### src/rtl/alu_seq16.sv
// -----------------------------------------------------------------------------
// alu_seq16
//
// Purpose:
//   16-bit sequencer that performs ADD16 / SUB16 / SHL16 / SHR16 by driving an
//   external combinational 8-bit ALU for two consecutive byte passes. The
//   carry out of the first pass is chained into the second pass, so the
//   16-bit carry/borrow and shift-through bits fall out naturally.
//
//   FSM: IDLE -> PASS0 -> PASS1 -> RESP -> IDLE
//     IDLE : req_ready=1; a request handshake latches op/operands.
//     PASS0: first byte (low byte, or high byte for SHR).
//     PASS1: remaining byte, carry_in = carry captured at end of PASS0.
//     RESP : result held until resp_ready.
//
//   All ALU-side outputs are registered. They are loaded one cycle ahead
//   (on the accept edge for PASS0, on the PASS0 edge for PASS1) so that they
//   are valid for the whole pass cycle and cleared again on entry to RESP.
//
// Configuration:
//   ALU_SEQ16_FLAGS_EN - when defined, resp_zero is a registered zero flag of
//   the response data. When undefined, resp_zero is tied to 0 and no
//   zero-detect logic exists.
//
// Ports:
//   clk            in   rising-edge clock
//   reset          in   synchronous active-high reset
//   req_valid      in   request present
//   req_ready      out  request accepted when high together with req_valid
//   req_op[1:0]    in   00 ADD16, 01 SUB16, 10 SHL16, 11 SHR16
//   req_a[15:0]    in   operand A
//   req_b[15:0]    in   operand B (ignored for shifts)
//   resp_valid     out  result present
//   resp_ready     in   result consumed when high together with resp_valid
//   resp_data[15:0]out  result
//   resp_carry     out  final carry out (SUB: 1 = no borrow)
//   resp_zero      out  resp_data == 0 (flag build only, else 0)
//   alu_en         out  ALU pass active this cycle
//   alu_in1[7:0]   out  ALU operand 1
//   alu_in2[7:0]   out  ALU operand 2
//   alu_opcode[3:0]out  ALU operation
//   alu_carry_in   out  ALU carry in
//   alu_result[7:0]in   combinational ALU result
//   alu_carry_out  in   combinational ALU carry out
// -----------------------------------------------------------------------------
module alu_seq16 #(
  parameter logic [3:0] OP_ADD = 4'b0000,
  parameter logic [3:0] OP_SUB = 4'b0001,
  parameter logic [3:0] OP_SHL = 4'b0010,
  parameter logic [3:0] OP_SHR = 4'b1010
) (
  input  logic        clk,
  input  logic        reset,
  input  logic        req_valid,
  output logic        req_ready,
  input  logic [1:0]  req_op,
  input  logic [15:0] req_a,
  input  logic [15:0] req_b,
  output logic        resp_valid,
  input  logic        resp_ready,
  output logic [15:0] resp_data,
  output logic        resp_carry,
  output logic        resp_zero,
  output logic        alu_en,
  output logic [7:0]  alu_in1,
  output logic [7:0]  alu_in2,
  output logic [3:0]  alu_opcode,
  output logic        alu_carry_in,
  input  logic [7:0]  alu_result,
  input  logic        alu_carry_out
);

  // Request-side operation encoding
  localparam logic [1:0] REQ_ADD = 2'b00;
  localparam logic [1:0] REQ_SUB = 2'b01;
  localparam logic [1:0] REQ_SHL = 2'b10;
  localparam logic [1:0] REQ_SHR = 2'b11;

  typedef enum logic [1:0] {
    S_IDLE  = 2'd0,
    S_PASS0 = 2'd1,
    S_PASS1 = 2'd2,
    S_RESP  = 2'd3
  } state_t;

  state_t      r_state;

  // Latched request
  logic [1:0]  r_op;
  logic [15:0] r_a;
  logic [7:0]  r_b_hi;      // low byte of B is consumed on the accept edge

  // Registered outputs
  logic        r_req_ready;
  logic        r_resp_valid;
  logic [15:0] r_resp_data;
  logic        r_resp_carry;
  logic        r_alu_en;
  logic [7:0]  r_alu_in1;
  logic [7:0]  r_alu_in2;
  logic [3:0]  r_alu_opcode;
  logic        r_alu_carry_in;

  // First-pass setup derived from the live request
  logic        w_req_shift;
  logic        w_req_shr;
  logic [3:0]  w_req_opcode;
  logic [7:0]  w_req_in1;
  logic [7:0]  w_req_in2;

  // Second-pass setup derived from the latched request
  logic        w_lat_shift;
  logic        w_lat_shr;
  logic [7:0]  w_lat_in1;
  logic [7:0]  w_lat_in2;

  // Full 16-bit result as it will look after the PASS1 byte is merged in
  logic [15:0] w_data_after_pass1;

  always_comb begin
    w_req_opcode = OP_ADD;
    case (req_op)
      REQ_ADD: w_req_opcode = OP_ADD;
      REQ_SUB: w_req_opcode = OP_SUB;
      REQ_SHL: w_req_opcode = OP_SHL;
      REQ_SHR: w_req_opcode = OP_SHR;
      default: w_req_opcode = OP_ADD;
    endcase
  end

  assign w_req_shift = (req_op == REQ_SHL) || (req_op == REQ_SHR);
  assign w_req_shr   = (req_op == REQ_SHR);
  // SHR walks from the high byte down so the bit shifted out of the high
  // byte becomes the carry into bit 7 of the low byte.
  assign w_req_in1   = w_req_shr   ? req_a[15:8] : req_a[7:0];
  assign w_req_in2   = w_req_shift ? 8'h00       : req_b[7:0];

  assign w_lat_shift = (r_op == REQ_SHL) || (r_op == REQ_SHR);
  assign w_lat_shr   = (r_op == REQ_SHR);
  assign w_lat_in1   = w_lat_shr   ? r_a[7:0] : r_a[15:8];
  assign w_lat_in2   = w_lat_shift ? 8'h00    : r_b_hi;

  assign w_data_after_pass1 = w_lat_shr ? {r_resp_data[15:8], alu_result}
                                        : {alu_result, r_resp_data[7:0]};

  // Main FSM with registered outputs
  always_ff @(posedge clk) begin
    if (reset) begin
      r_state        <= S_IDLE;
      r_op           <= REQ_ADD;
      r_a            <= 16'h0000;
      r_b_hi         <= 8'h00;
      r_req_ready    <= 1'b1;
      r_resp_valid   <= 1'b0;
      r_resp_data    <= 16'h0000;
      r_resp_carry   <= 1'b0;
      r_alu_en       <= 1'b0;
      r_alu_in1      <= 8'h00;
      r_alu_in2      <= 8'h00;
      r_alu_opcode   <= 4'h0;
      r_alu_carry_in <= 1'b0;
    end else begin
      case (r_state)
        S_IDLE: begin
          if (req_valid) begin
            r_state        <= S_PASS0;
            r_req_ready    <= 1'b0;
            r_op           <= req_op;
            r_a            <= req_a;
            r_b_hi         <= req_b[15:8];
            // Present the first pass to the ALU for the PASS0 cycle
            r_alu_en       <= 1'b1;
            r_alu_opcode   <= w_req_opcode;
            r_alu_in1      <= w_req_in1;
            r_alu_in2      <= w_req_in2;
            r_alu_carry_in <= (req_op == REQ_SUB);
          end
        end

        S_PASS0: begin
          if (w_lat_shr) begin
            r_resp_data[15:8] <= alu_result;
          end else begin
            r_resp_data[7:0]  <= alu_result;
          end
          // Present the second pass, chaining the first-pass carry
          r_alu_in1      <= w_lat_in1;
          r_alu_in2      <= w_lat_in2;
          r_alu_carry_in <= alu_carry_out;
          r_state        <= S_PASS1;
        end

        S_PASS1: begin
          r_resp_data    <= w_data_after_pass1;
          r_resp_carry   <= alu_carry_out;
          r_resp_valid   <= 1'b1;
          r_alu_en       <= 1'b0;
          r_alu_opcode   <= 4'h0;
          r_alu_in1      <= 8'h00;
          r_alu_in2      <= 8'h00;
          r_alu_carry_in <= 1'b0;
          r_state        <= S_RESP;
        end

        S_RESP: begin
          if (resp_ready) begin
            r_resp_valid <= 1'b0;
            r_req_ready  <= 1'b1;
            r_state      <= S_IDLE;
          end
        end

        default: begin
          r_state <= S_IDLE;
        end
      endcase
    end
  end

`ifdef ALU_SEQ16_FLAGS_EN
  // Zero flag is computed from the merged result so it is valid in RESP
  // together with resp_data.
  logic r_resp_zero;

  always_ff @(posedge clk) begin
    if (reset) begin
      r_resp_zero <= 1'b0;
    end else if (r_state == S_PASS1) begin
      r_resp_zero <= (w_data_after_pass1 == 16'h0000);
    end
  end

  assign resp_zero = r_resp_zero;
`else
  assign resp_zero = 1'b0;
`endif

  assign req_ready    = r_req_ready;
  assign resp_valid   = r_resp_valid;
  assign resp_data    = r_resp_data;
  assign resp_carry   = r_resp_carry;
  assign alu_en       = r_alu_en;
  assign alu_in1      = r_alu_in1;
  assign alu_in2      = r_alu_in2;
  assign alu_opcode   = r_alu_opcode;
  assign alu_carry_in = r_alu_carry_in;

endmodule
### config.mk
export PLATFORM = sky130hd
export DESIGN_NAME = alu_seq16
export DESIGN_NICKNAME = d
export VERILOG_FILES = /design/src/rtl/alu_seq16.sv
export SDC_FILE = /design/constraint.sdc
export NUM_CORES = 1
export LEC_CHECK = 0
export ABC_CLOCK_PERIOD_IN_PS = 2000
export CAP_MARGIN = 25
export CORE_MARGIN = 5
export CORE_UTILIZATION = 46
export DETAILED_ROUTE_END_ITERATION = 10
export PLACE_DENSITY = 0.88
export RECOVER_POWER = 50
export SLEW_MARGIN = 20
export SYNTH_ARGS = -nofsm -noshare
export SYNTH_HDL_FRONTEND = slang
export SYNTH_SLANG_ARGS = --single-unit
### constraint.sdc
create_clock -name clk -period 2 [get_ports clk]
set_clock_uncertainty 0.15 [all_clocks]
set_input_delay 0.5 -clock clk [delete_from_list [all_inputs] [get_ports clk]]
set_output_delay 0.5 -clock clk [all_outputs]
set_load 0.01 [all_outputs]
* Yosys cells after proc, flatten, opt, wreduce, memory -nomap -nowiden
Cells that the tools add are included.
** Storage, ports and cells
- Word-level logic and storage cells :: 72
- Output and inout bits :: 42
- Bits in registers :: 69
** Operators by class
- Mux-type cells :: 27
- Reduce and logical (&&, ||, !) cells :: 17
- Equal/unequal tests :: 14
** Operators by type and width (count)
- 8-bit two-way mux :: 8
- 8-bit one-hot mux with 3 select lines :: 2
- 16-bit one-hot mux with 2 select lines :: 1
- 16-bit two-way mux :: 1
- 4-bit one-hot mux with 4 select lines :: 1
- 2-bit == test (second input constant) :: 6
- 2-bit != test (second input constant) :: 6
- 2-bit AND reduction :: 5
- 3-bit AND reduction :: 3
- 2-bit one-hot mux with 4 select lines :: 1
- 4-bit one-hot mux with 2 select lines :: 1
- 2-bit nonzero test :: 4
- 1-bit one-hot mux with 2 select lines :: 3
- 1-bit two-way mux :: 5
- 2-bit by 1-bit == test with 1-bit output (second input constant) :: 2
- 2-bit logical NOT :: 2
- 2-bit two-way mux :: 2
- 4-bit two-way mux :: 1
- 1-bit one-hot mux with 3 select lines :: 1
- 3-bit nonzero test :: 1
- 1-bit logical OR :: 2

* Longest topological paths before layout
- Depth in word-level cells :: 5
- Depth in mapped cells :: 8
- Depth with buffers taken out :: 6

* Worst setup path after synthesis
Ideal clock, no wire load.
- Kind :: reg2reg
- Start point :: register r_state[0]
- End point :: register r_resp_data[12], in the netlist resp_data[12]
- Data required time :: 1.722 ns
- Setup slack :: 0.221 ns
- Arrival :: 1.501 ns
- Clock period less this slack :: 1.779 ns
- Cell stages (with the launch flop) :: 8
- Buffers on the path :: 1
- Setup time :: 0.128 ns
- Path through :: dfxtp_1 inv_1 ha_1 buf_2 nand2b_1 mux2i_4 mux2i_1 nor2_1
** Between the ends
- Cells in the longest elaborated chain, start to end :: 3
** RTL lines
- start: declaration :: RTL line 86 : state_t r_state;
- start signal: assignment :: RTL line 149 : r_state <= S_IDLE;
- start signal: assignment :: RTL line 166 : r_state <= S_PASS0;
- start signal: assignment :: RTL line 190 : r_state <= S_PASS1;
- 2-bit == test / 2-bit by 1-bit == test with 1-bit output (equally long branches) :: RTL line 163 : case (r_state)
- 2-bit != test (no line) / 2-bit nonzero test (equally long branches)
- 3-bit AND reduction (no line)
- end signal: assignment :: RTL line 182 : r_resp_data[15:8] <= alu_result;
- end signal: assignment :: RTL line 194 : r_resp_data <= w_data_after_pass1;
- end: declaration :: RTL line 96 : logic [15:0] r_resp_data;
Parallel ways exist; a longest one is shown, timed or not.
A chain may end at the register's enable or synchronous reset.

* Worst setup path in the final report
- Start point :: register r_alu_in1[2], in the netlist alu_in1[2]
- End point :: output alu_in1[2]
** RTL lines
- start: declaration :: RTL line 99 : logic [7:0] r_alu_in1;
- start signal: assignment :: RTL line 174 : r_alu_in1 <= w_req_in1;
- start signal: assignment :: RTL line 187 : r_alu_in1 <= w_lat_in1;
- end: declaration :: RTL line 65 : output logic [7:0] alu_in1,
No word-level cell between the ends.

==> results.toml <==
[setup_path]
slowest_stage = "dlygate4sd3_1"
crit_path_start_kind = "register"
r2r-start = "r_state[0]$_SDFFE_PP0P_"
crit_required_ps = 1350
max_stage_delay_ps = 610
crit_arrival_ps = 1280
critical_path_class = "reg2out"
worstPathCellList = "dlygate4sd3_1"
cp-startpoint = "alu_in1[2]$_SDFFE_PP0P_"
critical_path_buf_inv_count = 1
worstPathMaxFanout = 2
path_delay_family = "buffers and inverters"
cp-end-kind = "output pin"

[drt]
via_per_inst = 5.30
post-route-drc-count = 0
wl_met3_um = 645
num_vias = 2628
top_layer = "met4"
routed-wl-met2_mm = 3.64
drt-pass1-iter-count = 5
wl_met1_mm = 3.14
post_drt_wl_per_cell_um = 15.1
final_antenna_net_count = 0
wirelength_mm = 7.50
drt_iter0_markers = 110

[global_route]
gr-total-overflow = 0
grt_pass1_vias = 2526
grt_first_pass_wirelength_mm = 12.1
grt_max_degree = 35
antenna_found_initial = 0
grt_use_total = 0.195

[run_status]
outcome = "finished clean"

[logic_synthesis]
synth_area_leaders = "dfxtp_1 47%, mux2i_1 11%, nand2_1 7.1%"
avgSynthCellArea_sq_um = 8.78
synth_edf_count = 0
syn_area_sq_um = 2890
synth_top_area_cell = "dfxtp_1"
ys_seq_area_frac = 0.471
synth_top_area_share = 0.471
yosysWarnings = 0
synth_cells = 329
ys.flop_type = "dfxtp_1"
synth_seq_cells = 68
synthArstFlopShare = 0
synth.distinct_cells = 34

[cells_and_area]
final_area_sq_um = 4090
drive_above_1_share = 0.0998
fin_nets = 468
area_growth_pct = 41.5
diodes = 0

[power_and_ir_drop]
p_switching_uw = 2220
power.density_nw_per_um2 = 1480
pwr-share-clk = 0.178
p_sw_frac = 0.368
p_comb_frac = 0.490
p_leak_uw = 0.00168
intPower_uw = 3820
power_frac_seq = 0.332
vdd_ir_drop_max_mv = 0.965

[die]
std_cell_rows = 28
die_area_sq_um = 7970
pin_count = 89
core-area_sq_um = 6030
initial_utilization = 0.479
die_y_um = 89.3
die_w_um = 89.3

[job]
timing.max_cap.violations = 0

[clock_tree]
cts_max_level = 3
clk_pin_slew_worst_paths_ps = 70
cts_sinks = 68
clock_latency_ps = 330
cts_inserted_buffers = 9
tritoncts = "done"
cts-resized-gates = 0
postCtsSetupBuffers = 0
root_buffer = "clkbuf_8"
cts_buffer_depth = 2
cts_hold_buf = 0

[sta]
hold_violations = 0
rsz0062_at_grt = "no"
max_freq_ghz = 0.519
setup_tns_ps = 0
setup_viol = 0
fin_crit_sh = 0.963
min_period_ps = 1930
final_max_slew_viol_count = 0

[worst_hold_path]
hp-class = "reg2reg"
hold_start = "r_a[4]$_SDFFE_PP0P_"

[place]
dpl-instance-area_sq_um = 3900
place_hpwl_mm = 5.46
place_congestion = 0.794
portBuffers = 86
==> flip-flops by register name, summed over array words and instances (netlist names) <==
| name | count |
|---|---|
| alu_carry_in | 1 |
| alu_en | 1 |
| alu_in1 | 8 |
| alu_in2 | 8 |
| alu_opcode | 3 |
| r_a | 16 |
| r_b_hi | 8 |
| r_op | 2 |
| r_state | 2 |
| req_ready | 1 |
| resp_carry | 1 |
| resp_data | 16 |
| resp_valid | 1 |
==> through the flow <==
step	instances	util	total power [uW]	hold slack, ps	setup slack, ps
finish	496	0.678	6040	306	73.2
global route	496	0.678	6460	329	10.9
CTS	496	0.678	6120	306	60.5
detailed placement	481	0.648	5020	297	-47.1
global placement	481	0.648	4940	292	23.7
floorplan	330	-	3800	286	221
==> final cells by class <==
cell class	instances	area [sq um]
inverters	7	26.3
repair buffers	102	1030
clock inverters	2	35.0
flip-flops and latches	68	1360
well taps	75	93.8
multi-input cells	229	1390
fillers	463	1940
clock buffers	13	149
==> placed cells by master (no fill, tap or decap), types with 2 or more instances in the layout <==
master	synthesis	final
clkdlybuf4s50_1	0	73
dfxtp_1	68	68
nand2_1	55	55
nor2_1	42	42
a21oi_1	33	33
mux2i_1	33	33
dlygate4sd3_1	0	12
nor3_1	10	10
clkbuf_8	0	10
buf_4	3	9
a32oi_1	8	8
a211oi_1	9	8
o221a_2	8	8
inv_1	6	6
nand2b_1	5	5
clkbuf_1	11	5
buf_12	0	5
ha_1	4	4
nor2b_1	3	2
a22oi_1	2	2
o21bai_1	2	2
conb_1	1	2
==> worst paths after layout <==
kind,end,slack [ps],cells past startpoint
worst min register to register,r_a[4]$_SDFFE_PP0P_,310,2
worst max-delay path,alu_in1[2],70,1
worst min-delay path,r_a[4]$_SDFFE_PP0P_,310,2
worst max register to register,resp_data[4]$_SDFFE_PP0P_,140,6
==> power by group through the flow <==
stage                     registers [uW]  clock network [uW]  logic [uW]
after floorplan                     2130                   0        1670
after global placement              2010                   0        2930
after detailed placement            2040                   0        2990
after CTS                           2010                1100        3010
after global routing                2050                1160        3250
final                               2010                1070        2960
==> cells in the mapped netlist, types with 2 or more instances <==
library cell / count
a32oi_1: 8
a21oi_1: 33
mux2i_1: 33
nor3_1: 10
a211oi_1: 9
o21bai_1: 2
nand2_1: 55
clkbuf_1: 11
nand2b_1: 5
ha_1: 4
nor2b_1: 3
buf_1: 2
dfxtp_1: 68
nor2_1: 42
inv_1: 6
o221a_2: 8
buf_2: 10
buf_4: 3
a22oi_1: 2
==> kinds of logic (layout without fill, tap and decap cells) <==
| kind of cell | count (synthesis) | in the layout | synth area share |
|---|---|---|---|
| and+or+nand+nor | 121 | 121 | 0.175 |
| AOI/OAI and AO/OA | 68 | 68 | 0.162 |
| DFF | 68 | 68 | 0.471 |
| muxes | 34 | 34 | 0.122 |
| buffers and inverters | 33 | 124 | 0.0511 |
| adders and majority gates | 4 | 4 | 0.0173 |
| other | 1 | 2 | 0.00130 |
==> routing by layer <==
layer  track usage  up-vias
li1              -     1311
met1         0.236     1213
met2         0.328       95
met3        0.0627        9
met4        0.0663        0
met5             0        -
(Power assumes the default switching activity.)
